### config.mk
export PLATFORM = sky130hd
export DESIGN_NAME = mem_lsu
export DESIGN_NICKNAME = d
export VERILOG_FILES = /design/src/rtl/lsu_pkg.sv /design/src/rtl/lsu_align.sv /design/src/rtl/mem_lsu.sv
export SDC_FILE = /design/constraint.sdc
export NUM_CORES = 1
export LEC_CHECK = 0
export CAP_MARGIN = 20
export CORE_AREA = 2 2 85 148
export DETAILED_ROUTE_END_ITERATION = 12
export DIE_AREA = 0 0 87 150
export GPL_TIMING_DRIVEN = 1
export PLACE_DENSITY = 0.88
export SYNTH_ARGS = -nofsm -noshare
export SYNTH_HDL_FRONTEND = slang
export SYNTH_SLANG_ARGS = --single-unit
### constraint.sdc
create_clock -name clk -period 2.75 [get_ports clk]
set_input_delay 0.55 -clock clk [delete_from_list [all_inputs] [get_ports clk]]
set_output_delay 0.55 -clock clk [all_outputs]
set_load 0.03 [all_outputs]
### src/rtl/lsu_pkg.sv
// Shared definitions for the mem_lsu load/store unit: FSM state encoding,
// access-size codes, SRAM bank geometry and the lane-offset helper.
package lsu_pkg;

  localparam logic [1:0] IDLE = 2'd0;
  localparam logic [1:0] RD   = 2'd1;
  localparam logic [1:0] WR   = 2'd2;
  localparam logic [1:0] RESP = 2'd3;

  localparam logic [1:0] SZ_B = 2'b00;
  localparam logic [1:0] SZ_H = 2'b01;
  localparam logic [1:0] SZ_W = 2'b10;

  localparam int BANK_BYTES = 8192;
  localparam int BANK_AW    = $clog2(BANK_BYTES);

  // Byte offset actually used inside the word: misaligned low bits are dropped
  // so a half always sits on a half boundary and a word on lane 0.
  function automatic logic [1:0] lane_off(input logic [1:0] size, input logic [1:0] off);
    case (size)
      SZ_B:    return off;
      SZ_H:    return {off[1], 1'b0};
      default: return 2'b00;
    endcase
  endfunction

endpackage

### src/rtl/lsu_align.sv
// Combinational lane logic for mem_lsu: extracts and extends a loaded byte or
// half from the SRAM word, and merges store data into the addressed lanes.
import lsu_pkg::*;

module lsu_align (
  input  logic [1:0]  size,
  input  logic [1:0]  off,
  input  logic        is_signed,
  input  logic [31:0] word,
  input  logic [31:0] wdata,
  output logic [31:0] load_data,
  output logic [31:0] merged
);

  logic [7:0]  byte_lane;
  logic [15:0] half_lane;

  always_comb begin
    byte_lane = word[{off, 3'b000} +: 8];
    half_lane = off[1] ? word[31:16] : word[15:0];
    case (size)
      SZ_B:    load_data = {{24{is_signed & byte_lane[7]}}, byte_lane};
      SZ_H:    load_data = {{16{is_signed & half_lane[15]}}, half_lane};
      default: load_data = word;
    endcase
  end

  // Sub-word stores keep the untouched lanes of the word read back from SRAM.
  always_comb begin
    merged = word;
    case (size)
      SZ_B: merged[{off, 3'b000} +: 8] = wdata[7:0];
      SZ_H: begin
        if (off[1]) merged[31:16] = wdata[15:0];
        else        merged[15:0]  = wdata[15:0];
      end
      default: merged = wdata;
    endcase
  end

endmodule

### src/rtl/mem_lsu.sv
// Load/store unit between a CPU request port and banked word-wide SRAM.
// Define LSU_MISALIGN_TRAP_EN to fault misaligned half/word accesses.
import lsu_pkg::*;

module mem_lsu #(
  parameter int NUM_BANKS = 8
) (
  input  logic        clk,
  input  logic        rst_n,
  input  logic        req_valid,
  output logic        req_ready,
  input  logic        req_we,
  input  logic [31:0] req_addr,
  input  logic [1:0]  req_size,
  input  logic        req_signed,
  input  logic [31:0] req_wdata,
  output logic        rsp_valid,
  output logic [31:0] rsp_rdata,
  output logic        rsp_err,
  output logic        mem_en,
  output logic        mem_wen,
  output logic [2:0]  mem_cs,
  output logic [12:0] mem_addr,
  output logic [1:0]  mem_size,
  output logic [31:0] mem_din,
  input  logic [31:0] mem_dout
);

  logic [1:0]         state;
  logic               we_q;
  logic               signed_q;
  logic               err_q;
  logic [1:0]         size_q;
  logic [1:0]         off_q;
  logic [2:0]         cs_q;
  logic [BANK_AW-1:0] waddr_q;
  logic [31:0]        wdata_q;
  logic [31:0]        rdata_q;
  logic [31:0]        load_data;
  logic [31:0]        merged;
  logic               fault;

  always_comb begin
    fault = (req_addr[31:16] != 16'h0000)
         || ({29'd0, req_addr[15:13]} >= 32'(NUM_BANKS))
         || (req_size == 2'b11);
`ifdef LSU_MISALIGN_TRAP_EN
    if ((req_size == SZ_H && req_addr[0]) || (req_size == SZ_W && req_addr[1:0] != 2'b00))
      fault = 1'b1;
`endif
  end

  // Word stores skip the read; sub-word stores read first and merge in WR.
  always_ff @(posedge clk or negedge rst_n) begin
    if (!rst_n) begin
      state    <= IDLE;
      we_q     <= 1'b0;
      signed_q <= 1'b0;
      err_q    <= 1'b0;
      size_q   <= SZ_W;
      off_q    <= 2'b00;
      cs_q     <= 3'd0;
      waddr_q  <= '0;
      wdata_q  <= 32'h0;
      rdata_q  <= 32'h0;
    end else begin
      case (state)
        IDLE: begin
          if (req_valid) begin
            we_q     <= req_we;
            signed_q <= req_signed;
            err_q    <= fault;
            size_q   <= req_size;
            off_q    <= lane_off(req_size, req_addr[1:0]);
            cs_q     <= req_addr[15:13];
            waddr_q  <= {req_addr[12:2], 2'b00};
            wdata_q  <= req_wdata;
            if (fault)                        state <= RESP;
            else if (req_we && req_size == SZ_W) state <= WR;
            else                              state <= RD;
          end
        end
        RD:      state <= we_q ? WR : RESP;
        WR:      state <= RESP;
        default: begin
          state <= IDLE;
          if (!we_q && !err_q) rdata_q <= load_data;
        end
      endcase
    end
  end

  lsu_align u_align (
    .size      (size_q),
    .off       (off_q),
    .is_signed (signed_q),
    .word      (mem_dout),
    .wdata     (wdata_q),
    .load_data (load_data),
    .merged    (merged)
  );

  assign req_ready = (state == IDLE);
  assign rsp_valid = (state == RESP);
  assign rsp_err   = (state == RESP) && err_q;
  // Load data arrives from SRAM during RESP; outside RESP the last load result is held.
  assign rsp_rdata = (state == RESP) ? ((we_q || err_q) ? 32'h0 : load_data) : rdata_q;

  assign mem_en   = (state == RD) || (state == WR);
  assign mem_wen  = (state == WR);
  assign mem_cs   = cs_q;
  assign mem_addr = waddr_q;
  assign mem_size = SZ_W;
  assign mem_din  = merged;

endmodule

# Word-level counts from Yosys, hierarchy flattened
# Cells that the tools add are included.
[totals] reg_bits=87 in_bits=103 out_inout_bits=87 wordCells=54
[op_classes] addsub=1 n_eq_ne=8 shift=3 mux=14 n_bitwise=3 reduce_logical=15
[op_table] op="$pmux 32 s2" n=2
[op_table] op="$mux 32" n=2
[op_table] op="$mux 16" n=3
[op_table] op="$bwmux 32" n=1
[op_table] op="$shift 8x7->32 const A" n=1
[op_table] op="$shiftx 32x6->8" n=1
[op_table] op="$shiftx 8x7->32" n=1
[op_table] op="$reduce_bool 16->1" n=1
[op_table] op="$eq 2x2->1 const B" n=4
[op_table] op="$neg 5->7" n=1
[op_table] op="$eq 2x1->1 const B" n=3
[op_table] op="$logic_not 2->1" n=3
[op_table] op="$mux 2" n=3
[op_table] op="$pmux 2 s3" n=1
[op_table] op="$pmux 2 s2" n=1
[op_table] op="$reduce_and 2->1" n=2
[op_table] op="$logic_and 1x1->1" n=3
[op_table] op="$logic_or 1x1->1" n=3
[op_table] op="$reduce_or 3->1" n=1
[op_table] op="$and 1x1->1" n=2
[op_table] op="$logic_not 1->1" n=2
[op_table] op="$ne 2x2->1 const B" n=1
[op_table] op="$mux 1" n=1
[op_table] op="$not 1->1" n=1

# Longest topological paths before layout
# Gate-level depths: netlist of run 1.
[logic_depth] ltp_word=6 ltp_mapped=8 depth_no_buf=6

# Modules after synthesis
# Synthesis of run 1 repeated with hierarchy kept, for this count alone.
[hier_totals] cells_unflattened=596 hier_area_um2=5392.7
[modules_own_cells] module="mem_lsu" instances=1 cells_each=362 area_each_um2=3901.2 seq_area_each_um2=2178.3
[modules_own_cells] module="lsu_align" instances=1 cells_each=234 area_each_um2=1491.4 seq_area_each_um2=0.0

# Worst setup path before layout of run 1
# Ideal clock, no wire load.
[synth_path] path_type="reg-to-output" start="register off_q[1]" end="output port mem_din[11]" arrival_ns=2.494 t_required_ns=2.200 setup_slack_ns=-0.294 stages_incl_launch_ff=7 n_path_buf=1 path_cell_list="dfrtp_1 buf_2 inv_1 ha_1 nor4b_2 a32oi_1 o21ai_0"
[synth_between] elab_chain_cells=4 elab_cells_between_ends=6 classes_between="1 x add/sub; 2 x shift; 3 x mux"
[synth_rtl] item="start, declared" line="mem_lsu.sv:34" rtl="logic [1:0] off_q;"
[synth_rtl] item="start signal, assigned" line="mem_lsu.sv:74" rtl="off_q <= lane_off(req_size, req_addr[1:0]);"
[synth_rtl] item="$neg 5->7" line="lsu_align.sv:32" rtl="SZ_B: merged[{off, 3'b000} +: 8] = wdata[7:0];"
[synth_rtl] item="$shiftx 8x7->32 or $shift 8x7->32 (tied branches)" line="lsu_align.sv:32"
[synth_rtl] item="$bwmux 32" line="lsu_align.sv:32"
[synth_rtl] item="$pmux 32 s2 *" line="lsu_align.sv:31" rtl="case (size)"
[synth_rtl] item="end, declared" line="mem_lsu.sv:25" rtl="output logic [31:0] mem_din,"
# Every way passes the cells marked *; elsewhere a longest branch is shown, timed or not.

# Worst setup path after layout of run 1
[layout_path] start="register off_q[1]" end="output port mem_din[21]"
# Same word-level chain as after synthesis.

==> results of run 1 <==
cells in the mapped netlist (4+ instances only):
cell type  count  area share (%)
ha_1          10             2.3
mux2_2        57              12
mux2i_1       11             2.1
nor4_1         4            0.47
nand2_1       66             4.7
o21ai_0        9            0.85
nor2_1        54             3.8
dfrtp_1       86              40
a32oi_1       12             2.0
a22o_1        14             2.3
o221ai_1       8             1.3
o32ai_1        7             1.2
nand2b_1       4            0.47
inv_1         13            0.92
a21oi_1       27             2.5
buf_2         12             1.1
a221oi_1      11             1.8
a221o_1       19             3.6
clkbuf_1      21             1.5
a22oi_1       22             3.1
buf_4          4            0.56
nor3b_1       10             1.4
nor2b_1       12             1.4
final cells by class:
type	instances	area [um^2]	area share, %
clock buffers	13	250.2	2.851
clock inverters	3	43.79	0.4989
inverters	15	60.06	0.6842
multi-input cells	398	3303	37.63
flip-flops and latches	87	2180	24.83
well taps	137	171.4	1.953
repair buffers	266	2769	31.55
per-layer routing:
layer  share of wire, %  track usage, %  vias to the layer above
met3                6.8           6.178                       94
met1                 36           36.26                     2773
met2                 51           55.57                      362
met5                  0               0                        -
li1                   -               -                     2497
met4                6.8           18.59                        0
power breakdown:
part           internal (W)  leakage (nW)  switching (W)
Sequential          0.00195          1.03       0.000611
Combinational       0.00428          2.57        0.00481
Clock              0.000733         0.144       0.000507
through the flow:
stage | std cells | setup slack (ns)
floorplan | 541 | -0.2660
global placement | 885 | -0.1146
detailed placement | 885 | -0.1797
CTS | 911 | -0.05729
global route | 919 | -0.1221
finish | 919 | -0.07695
kinds of logic after synthesis:
logic type / after synthesis
other: 2
adders and majority gates: 10
muxes: 68
buffers and inverters: 56
DFF: 87
and+or+nand+nor: 168
AOI/OAI and AO/OA: 148
timing repair:
item                                    CTS  global route
resized for setup                        45            72
endpoints found under the setup margin   64            64
endpoints found under the hold margin     0             0
setup buffers                             9            10
pin swaps                                19            34
cloned                                    1             0
how the worst max path moves through the flow:
stage,depth (start not counted),slack [ns],end,start
6_report,9,-0.08,mem_din[21],off_q[1]
4_1_cts,8,-0.06,rsp_rdata[9],size_q[1]
3_3_place_gp,7,-0.11,rsp_rdata[23],mem_dout[23]
2_1_floorplan,5,-0.27,rsp_rdata[10],state[0]
5_1_grt,7,-0.12,rsp_rdata[13],off_q[0]
3_5_place_dp,8,-0.18,rsp_rdata[13],mem_dout[15]
sequential cells by signal, summed over array words and instances (netlist names):
signal    cells
off_q         2
we_q          1
wdata_q      32
mem_cs        3
state         2
size_q        2
rdata_q      32
signed_q      1
mem_addr     11
err_q         1
==> flow_metrics.env, run 1 <==
export IMPL_reg2reg_setup_slack_ns=0.72
export IMPL_final_cell_mix="clkdlybuf4s50_1, dfrtp_1, buf_4, nand2_1, mux2_2"
export IMPL_postCtsHoldBufs=0
export IMPL_worst_slack_ns=-0.07695
export IMPL_synth_edff_count=0
export IMPL_wire_per_inst_um=23.29
export IMPL_core_region_area_mm2=0.01187
export IMPL_finClkSkew_ns=0.009782
export IMPL_avgSynthCellArea_um2=9.882
export IMPL_placementRows=53
export IMPL_die_h_um=150
export IMPL_cts_sinks=87
export IMPL_min_path_type="in2async"
export IMPL_gp_congestion=0.9492
export IMPL_async_flop_share_pct=100.0
export IMPL_timing_setup_tns_ns=-0.6770
export IMPL_first_iter_violations=455
export IMPL_total_power_w=0.01289
export IMPL_overflow=0
export IMPL_yosys_warnings=0
export IMPL_syn_inst=539
export IMPL_worst_ep_arrival_time_ns=2.28
export IMPL_die_w_um=87
export IMPL_rsz0062_at_grt="yes"
export IMPL_grt_pass1_vias=5769
export IMPL_path_buf_inv=4
export IMPL_worstPathCellList="inv_2 > buf_6 > ha_4 > buf_12 > nor3b_2 > and3_4 > a21oi_1 > o221ai_2 > buf_12"
export IMPL_synth_compound_area_share_pct=22.69
export IMPL_cts_buffers=9
export IMPL_period_share_pct=102.8
export IMPL_finalMaxSlewViolations=0
export IMPL_muxShareOfSynthArea_pct=14.12
export IMPL_synthSimpleGateAreaFrac_pct=15.13
export IMPL_reg2reg_depth=7
export IMPL_nets=890
export IMPL_synthToLayoutAreaGrowth_pct=64.79
export IMPL_crit_family="flip-flops"
export IMPL_regToRegEndpoint="rdata_q[8]"
export IMPL_grt_first_pass_wirelength_mm=31.89
export IMPL_synth_xor_area_share_pct=0
export IMPL_setup_violations=22
export IMPL_cp_common_cell="buf_12"
export IMPL_hold_viol_final=0
export IMPL_utilization_pct=73.94
export IMPL_worst_pin_slew_ns=0.5087
export IMPL_crit_fanout=8
export IMPL_die_area_mm2=0.01305
export IMPL_io_pins=190
export IMPL_final_cell_area_mm2=0.008777
export IMPL_slowest_stage="dfrtp_2"
export IMPL_drv_cap=0
export IMPL_cp_end_kind="primary output"
export IMPL_ir_worst_vdd_uv=970.7
export IMPL_grt_util_all_layers_pct=32.24
export IMPL_p_leak_nw=3.742
export IMPL_htree_levels=3
export IMPL_vias_per_cell=6.231
export IMPL_ys_types=58
export IMPL_status="finished with violations"
export IMPL_dp_hpwl_mm=15.71
export IMPL_synth_area_mm2=0.005326
export IMPL_vias=5726
export IMPL_post_dp_cell_area_mm2=0.007855
export IMPL_cp_slowest_stage_delay_ns=0.49
export IMPL_diodes=0
export IMPL_hold_ws_ns=0.2073
export IMPL_crit_path_start_kind="flop"
export IMPL_ys_seq_area_share_pct=40.90
export IMPL_worstSkewPairLatency_ns=0.34
export IMPL_drc=0
export IMPL_path_class="reg2out"
export IMPL_synth_ff_type="dfrtp_1"
export IMPL_fin_crit_ns=2.827
export IMPL_path_clk_slew_ns=0.06
export IMPL_mostFrequentLayoutCell="clkdlybuf4s50_1"
export IMPL_synth_adder_area_share_pct=2.349
export IMPL_final_fill_count=808
export IMPL_drt_wl_total_mm=21.41
export IMPL_final_layout_size_suffix_gt1_share_pct=37.72
export IMPL_grt_max_degree=88
export IMPL_dr_pass1_iters=5
export IMPL_cts_tree="built"
export IMPL_cts_buffer_depth=2
export IMPL_ant_nets=0
export IMPL_p_per_area_mw_per_mm2=1468
export IMPL_slew_headroom_pct=65.96
export IMPL_fmax_ghz=0.3537
export IMPL_r2r_start="off_q[1]"
export IMPL_start_util_pct=44.87
export IMPL_cp_required_ns=2.20
export IMPL_clock_root_buffer="clkbuf_16"
export IMPL_synth_top_family_by_area="compound AO/OA/AOI/OAI gates"
export IMPL_port_buffers=185
export IMPL_violations="negative setup slack"
export IMPL_ys_ff_latch=87
export IMPL_antenna_found_initial=0
No activity file was read; power rests on OpenSTA's default activity.
==> run 2: changes to the inputs <==
--- a/config.mk
+++ b/config.mk
@@ -6,11 +6,11 @@
 export NUM_CORES = 1
 export LEC_CHECK = 0
 export CAP_MARGIN = 20
-export CORE_AREA = 2 2 85 148
+export CORE_AREA = 2 2 91 137
 export DETAILED_ROUTE_END_ITERATION = 12
-export DIE_AREA = 0 0 87 150
+export DIE_AREA = 0 0 93 139
 export GPL_TIMING_DRIVEN = 1
-export PLACE_DENSITY = 0.88
+export PLACE_DENSITY = 0.89
 export SYNTH_ARGS = -nofsm -noshare
 export SYNTH_HDL_FRONTEND = slang
 export SYNTH_SLANG_ARGS = --single-unit
==> run 2 against run 1 <==
  * The flow still finishes with violations (negative setup slack)
  * Die area fell by 0.94%
  * Utilization rose by 1.8 points
  * Highest routed layer unchanged
  * Wire length up 0.97%
  * First-iteration DRC count fell by 3.7%
  * Via count up 2.9%
  * Cell area is 1.6% higher
  * Non-clock buffer count increased by 23
  * Hold slack improved by 0.0029 ns
  * Count of clock-buffer cells in the layout fell by 4
  * Largest power group unchanged
==> flow_metrics.env, run 2 (synthesized netlist as in run 1, its figures left out) <==
export IMPL_cts_buffers=9
export IMPL_antenna_found_initial=0
export IMPL_ir_worst_vdd_uv=942.7
export IMPL_slowest_stage="dfrtp_1"
export IMPL_crit_fanout=5
export IMPL_worst_ep_arrival_time_ns=2.29
export IMPL_hold_ws_ns=0.2102
export IMPL_min_path_type="in2async"
export IMPL_reg2reg_depth=15
export IMPL_worstPathCellList="buf_6 > mux2i_4 > buf_6 > o32ai_4 > buf_12 > nor3b_1 > o32ai_1 > buf_4 > buf_12"
export IMPL_mostFrequentLayoutCell="buf_4"
export IMPL_first_iter_violations=438
export IMPL_diodes=0
export IMPL_regToRegEndpoint="rdata_q[5]"
export IMPL_final_cell_mix="buf_4, clkdlybuf4s50_1, dfrtp_1, nand2_1, mux2_2"
export IMPL_grt_pass1_vias=6042
export IMPL_grt_max_degree=45
export IMPL_ant_nets=0
export IMPL_worst_slack_ns=-0.09463
export IMPL_nets=913
export IMPL_violations="negative setup slack"
export IMPL_grt_util_all_layers_pct=33.14
export IMPL_start_util_pct=45.25
export IMPL_r2r_start="off_q[1]"
export IMPL_drc=0
export IMPL_placed_cells=903
export IMPL_clock_root_buffer="clkbuf_16"
export IMPL_gp_congestion=0.9674
export IMPL_fin_crit_ns=2.845
export IMPL_reg2reg_setup_slack_ns=0.35
export IMPL_hold_viol_final=0
export IMPL_crit_path_start_kind="flop"
export IMPL_die_area_mm2=0.01293
export IMPL_final_cells=958
export IMPL_cts_sinks=87
export IMPL_cp_end_kind="primary output"
export IMPL_overflow=0
export IMPL_die_h_um=139
export IMPL_worstSkewPairLatency_ns=0.35
export IMPL_htree_levels=3
export IMPL_port_buffers=185
export IMPL_fmax_ghz=0.3515
export IMPL_finClkSkew_ns=0.005844
export IMPL_vias_per_cell=6.152
export IMPL_cts_buffer_depth=2
export IMPL_cp_slowest_stage_delay_ns=0.42
export IMPL_wire_per_inst_um=22.56
export IMPL_vias=5894
export IMPL_p_per_area_mw_per_mm2=1447
export IMPL_cts_tree="built"
export IMPL_dr_pass1_iters=9
export IMPL_final_layout_size_suffix_gt1_share_pct=39.63
export IMPL_cp_required_ns=2.20
export IMPL_core_region_area_mm2=0.01177
export IMPL_finalMaxSlewViolations=0
export IMPL_dp_hpwl_mm=15.70
export IMPL_setup_violations=16
export IMPL_io_pins=190
export IMPL_p_leak_nw=3.821
export IMPL_timing_setup_tns_ns=-0.6544
export IMPL_worst_pin_slew_ns=0.6146
export IMPL_utilization_pct=75.74
export IMPL_period_share_pct=103.4
export IMPL_rsz0062_at_grt="yes"
export IMPL_path_class="reg2out"
export IMPL_path_clk_slew_ns=0.07
export IMPL_postCtsHoldBufs=0
export IMPL_slew_headroom_pct=58.92
export IMPL_status="finished with violations"
export IMPL_grt_first_pass_wirelength_mm=33.01
export IMPL_drv_cap=0
export IMPL_startpoint="off_q[1]"
export IMPL_place_ws_ns=-0.3751
export IMPL_die_w_um=93
export IMPL_drt_wl_total_mm=21.61
export IMPL_synthToLayoutAreaGrowth_pct=67.39
export IMPL_placementRows=49
[run 2: changes by cell type in the layout (fill, tap and decap cells not counted), moves of 3 or more]
cell      delta
clkbuf_1     -3
a22o_4       +4
o32ai_2      -4
a22o_1       -4
buf_4       +41
buf_6       -20
clkinv_4     +3
o32ai_1      +4
buf_8        -3
[run 2: layout make-up]
class	instances	area [um^2]
inverters	15	62.56
repair buffers	289	2878
flip-flops and latches	87	2181
clock buffers	9	225.2
fillers	759	2855
clock inverters	7	56.30
well taps	153	191.4
multi-input cells	398	3322
[run 2: worst max-delay path by stage]
stage	cells after the start	endpoint	slack, ns
2_1_floorplan	5	rsp_rdata[10]	-0.27
3_3_place_gp	9	rsp_rdata[11]	-0.26
3_5_place_dp	9	rsp_rdata[10]	-0.38
4_1_cts	9	rsp_rdata[10]	-0.12
5_1_grt	9	rsp_rdata[9]	-0.16
6_report	9	rsp_rdata[9]	-0.09
[run 2: repair_timing]
| action | in CTS | in global routing |
|---|---|---|
| resized for setup | 58 | 45 |
| buffers inserted | 25 | 13 |
| pin swaps | 16 | 13 |
| endpoints found under the setup margin | 63 | 64 |
| hold endpoints to repair | 0 | 0 |
| cloned | 1 | 1 |
[run 2: metrics by stage]
step / instance area, um^2 / power, W
6_report: 8916 / 0.01290
3_5_place_dp: 7898 / 0.01070
2_1_floorplan: 5406 / 0.007057
4_1_cts: 8640 / 0.01244
3_3_place_gp: 7898 / 0.01048
5_1_grt: 8916 / 0.01344
[run 2: critical path, delay by kind of cell, from the launching register on]
kind                   cells  cell delay [ns]
and+or+nand+nor            1             0.04
AOI/OAI and AO/OA          2             0.55
DFF                        1             0.42
muxes                      1             0.19
buffers and inverters      5             0.74
[run 2: report_power, final]
part           total [W]  internal (W)  switching, W  leakage (nW)
Sequential       0.00255       0.00195      0.000599          1.03
Clock            0.00117      0.000622      0.000548         0.136
Combinational    0.00918       0.00434       0.00484          2.65
[run 2: layer usage]
metal  GRT usage [%]  wire length, um  vias to the layer above
li1                -                -                     2538
met1           37.62             7479                     2864
met2           58.01            11390                      387
met3           5.217             1513                      105
met4           19.04             1233                        0
met5               0                0                        -
==> run 3: changes to the inputs <==
--- a/config.mk
+++ b/config.mk
@@ -5,12 +5,13 @@
 export SDC_FILE = /design/constraint.sdc
 export NUM_CORES = 1
 export LEC_CHECK = 0
-export CAP_MARGIN = 20
 export CORE_AREA = 2 2 91 137
 export DETAILED_ROUTE_END_ITERATION = 12
 export DIE_AREA = 0 0 93 139
 export GPL_TIMING_DRIVEN = 1
+export MAX_ROUTING_LAYER = met4
 export PLACE_DENSITY = 0.89
 export SYNTH_ARGS = -nofsm -noshare
 export SYNTH_HDL_FRONTEND = slang
 export SYNTH_SLANG_ARGS = --single-unit
+export TNS_END_PERCENT = 100
==> run 3 against run 2 <==
  * The flow still finishes with violations (negative setup slack)
  * Setup slack better by 0.011 ns
  * Cell count is 2.8% lower
  * Critical path type unchanged
  * Non-clock buffer count is 27 lower
  * First-iteration DRC count is 5.9% lower
  * Register-to-register slack better by 0.29 ns
  * Power is 0.50% higher
  * Sequential share of layout area is 0.27 points higher
==> flow_metrics.env, run 3 (synthesized netlist as in run 1, its figures left out) <==
export IMPL_cp_required_ns=2.20
export IMPL_cts_buffer_depth=2
export IMPL_mostFrequentLayoutCell="clkdlybuf4s50_1"
export IMPL_worst_ep_arrival_time_ns=2.28
export IMPL_worst_pin_slew_ns=0.5885
export IMPL_reg2reg_setup_slack_ns=0.64
export IMPL_grt_max_degree=47
export IMPL_die_w_um=93
export IMPL_top_usage_layer="met2"
export IMPL_cp_end_kind="primary output"
export IMPL_nets=886
export IMPL_antenna_found_initial=0
export IMPL_grt_use_met2_pct=53.01
export IMPL_synthToLayoutAreaGrowth_pct=65.87
export IMPL_hold_viol_final=0
export IMPL_core_region_area_mm2=0.01177
export IMPL_rsz0062_at_grt="yes"
export IMPL_hold_ws_ns=0.2066
export IMPL_p_leak_nw=3.735
export IMPL_drv_cap=0
export IMPL_period_share_pct=103.0
export IMPL_drc=0
export IMPL_drt_wl_total_mm=20.80
export IMPL_path_clk_slew_ns=0.06
export IMPL_utilization_pct=75.05
export IMPL_worstSkewPairLatency_ns=0.34
export IMPL_fin_crit_ns=2.833
export IMPL_min_path_type="in2async"
export IMPL_postCtsHoldBufs=0
export IMPL_total_power_w=0.01297
export IMPL_p_per_area_mw_per_mm2=1468
export IMPL_vias=5680
export IMPL_final_cell_mix="clkdlybuf4s50_1, dfrtp_1, buf_4, nand2_1, mux2_2"
export IMPL_io_pins=190
export IMPL_finalMaxSlewViolations=0
export IMPL_crit_path_start_kind="flop"
export IMPL_htree_levels=3
export IMPL_gr_usage_met1_pct=35.72
export IMPL_status="finished with violations"
export IMPL_reg2reg_depth=9
export IMPL_final_fill_count=795
export IMPL_path_class="reg2out"
export IMPL_worst_slack_ns=-0.08319
export IMPL_final_layout_size_suffix_gt1_share_pct=38.56
export IMPL_dr_pass1_iters=7
export IMPL_grt_pass1_vias=5804
export IMPL_die_h_um=139
export IMPL_placementRows=49
export IMPL_violations="negative setup slack"
export IMPL_vias_per_cell=6.101
export IMPL_port_buffers=185
export IMPL_regToRegEndpoint="rdata_q[27]"
export IMPL_use_met3_pct=4.728
export IMPL_cts_tree="built"
export IMPL_wire_per_inst_um=22.34
export IMPL_r2r_start="off_q[1]"
export IMPL_ir_worst_vdd_uv=1065
export IMPL_clock_root_buffer="clkbuf_16"
export IMPL_die_area_mm2=0.01293
export IMPL_slew_headroom_pct=60.77
export IMPL_finClkSkew_ns=0.007804
export IMPL_cts_buffers=9
export IMPL_fmax_ghz=0.3530
export IMPL_place_ws_ns=-0.2430
export IMPL_grt_util_all_layers_pct=31.86
export IMPL_start_util_pct=45.25
export IMPL_dp_hpwl_mm=15.60
export IMPL_cts_sinks=87
export IMPL_ant_nets=0
export IMPL_setup_violations=42
export IMPL_first_iter_violations=412
export IMPL_diodes=0
export IMPL_overflow=0
export IMPL_crit_fanout=5
export IMPL_gp_congestion=1.015
export IMPL_grt_first_pass_wirelength_mm=30.75
[run 3: cell type report]
cell class                      instances  area [um^2]  share of cell area (%)
Multi-Input combinational cell        398         3358                   38.01
Timing Repair Buffer                  262         2703                   30.59
Sequential cell                        87         2185                   24.73
Clock buffer                           11        232.7                   2.634
Tap cell                              153        191.4                   2.167
Clock inverter                          5        106.4                   1.204
Inverter                               15        58.81                  0.6656
[run 3: how the worst max path moves through the flow]
stage | endpoint | slack [ns] | cells after the start | startpoint
global route | mem_din[2] | -0.13 | 6 | size_q[1]
floorplan | rsp_rdata[10] | -0.27 | 5 | state[0]
finish | rsp_rdata[11] | -0.08 | 8 | off_q[0]
CTS | rsp_rdata[12] | -0.09 | 8 | off_q[0]
global placement | rsp_rdata[18] | -0.26 | 7 | mem_dout[31]
detailed placement | rsp_rdata[8] | -0.24 | 9 | mem_dout[31]
[run 3: per-layer routing]
| metal | vias to the layer above | part of all wire (%) | wire, um |
|---|---|---|---|
| li1 | 2479 | - | - |
| met1 | 2789 | 36 | 7454 |
| met2 | 322 | 52 | 10810 |
| met3 | 90 | 6.0 | 1238 |
| met4 | 0 | 6.2 | 1300 |
| met5 | - | 0 | 0 |
[run 3: stage by stage]
stage	instances	setup TNS (ns)	cell area, um^2
floorplan	541	-1.933	5406
global placement	902	-1.884	7890
detailed placement	902	-1.796	7890
CTS	930	-0.7700	8541
global route	931	-3.766	8835
finish	931	-1.190	8835
[run 3: worst max-delay path, stage by stage, from the launching register on]
cell	delay, ns
dfrtp_2	0.43
buf_6	0.12
or4b_4	0.49
o32ai_4	0.17
buf_12	0.17
nor3b_2	0.05
o32ai_2	0.26
buf_4	0.16
buf_12	0.11
[run 3: power by group]
group,internal (W),switching (W)
logic,0.00422,0.00479
registers,0.00196,0.000605
clock network,0.000890,0.000505
[run 3: timing repair]
action / 4_1_cts / 5_1_grt
setup buffers: 11 / 6
pin swaps: 21 / 24
cloned: 1 / 0
gates resized for setup: 59 / 69
endpoints found under the setup margin: 48 / 61
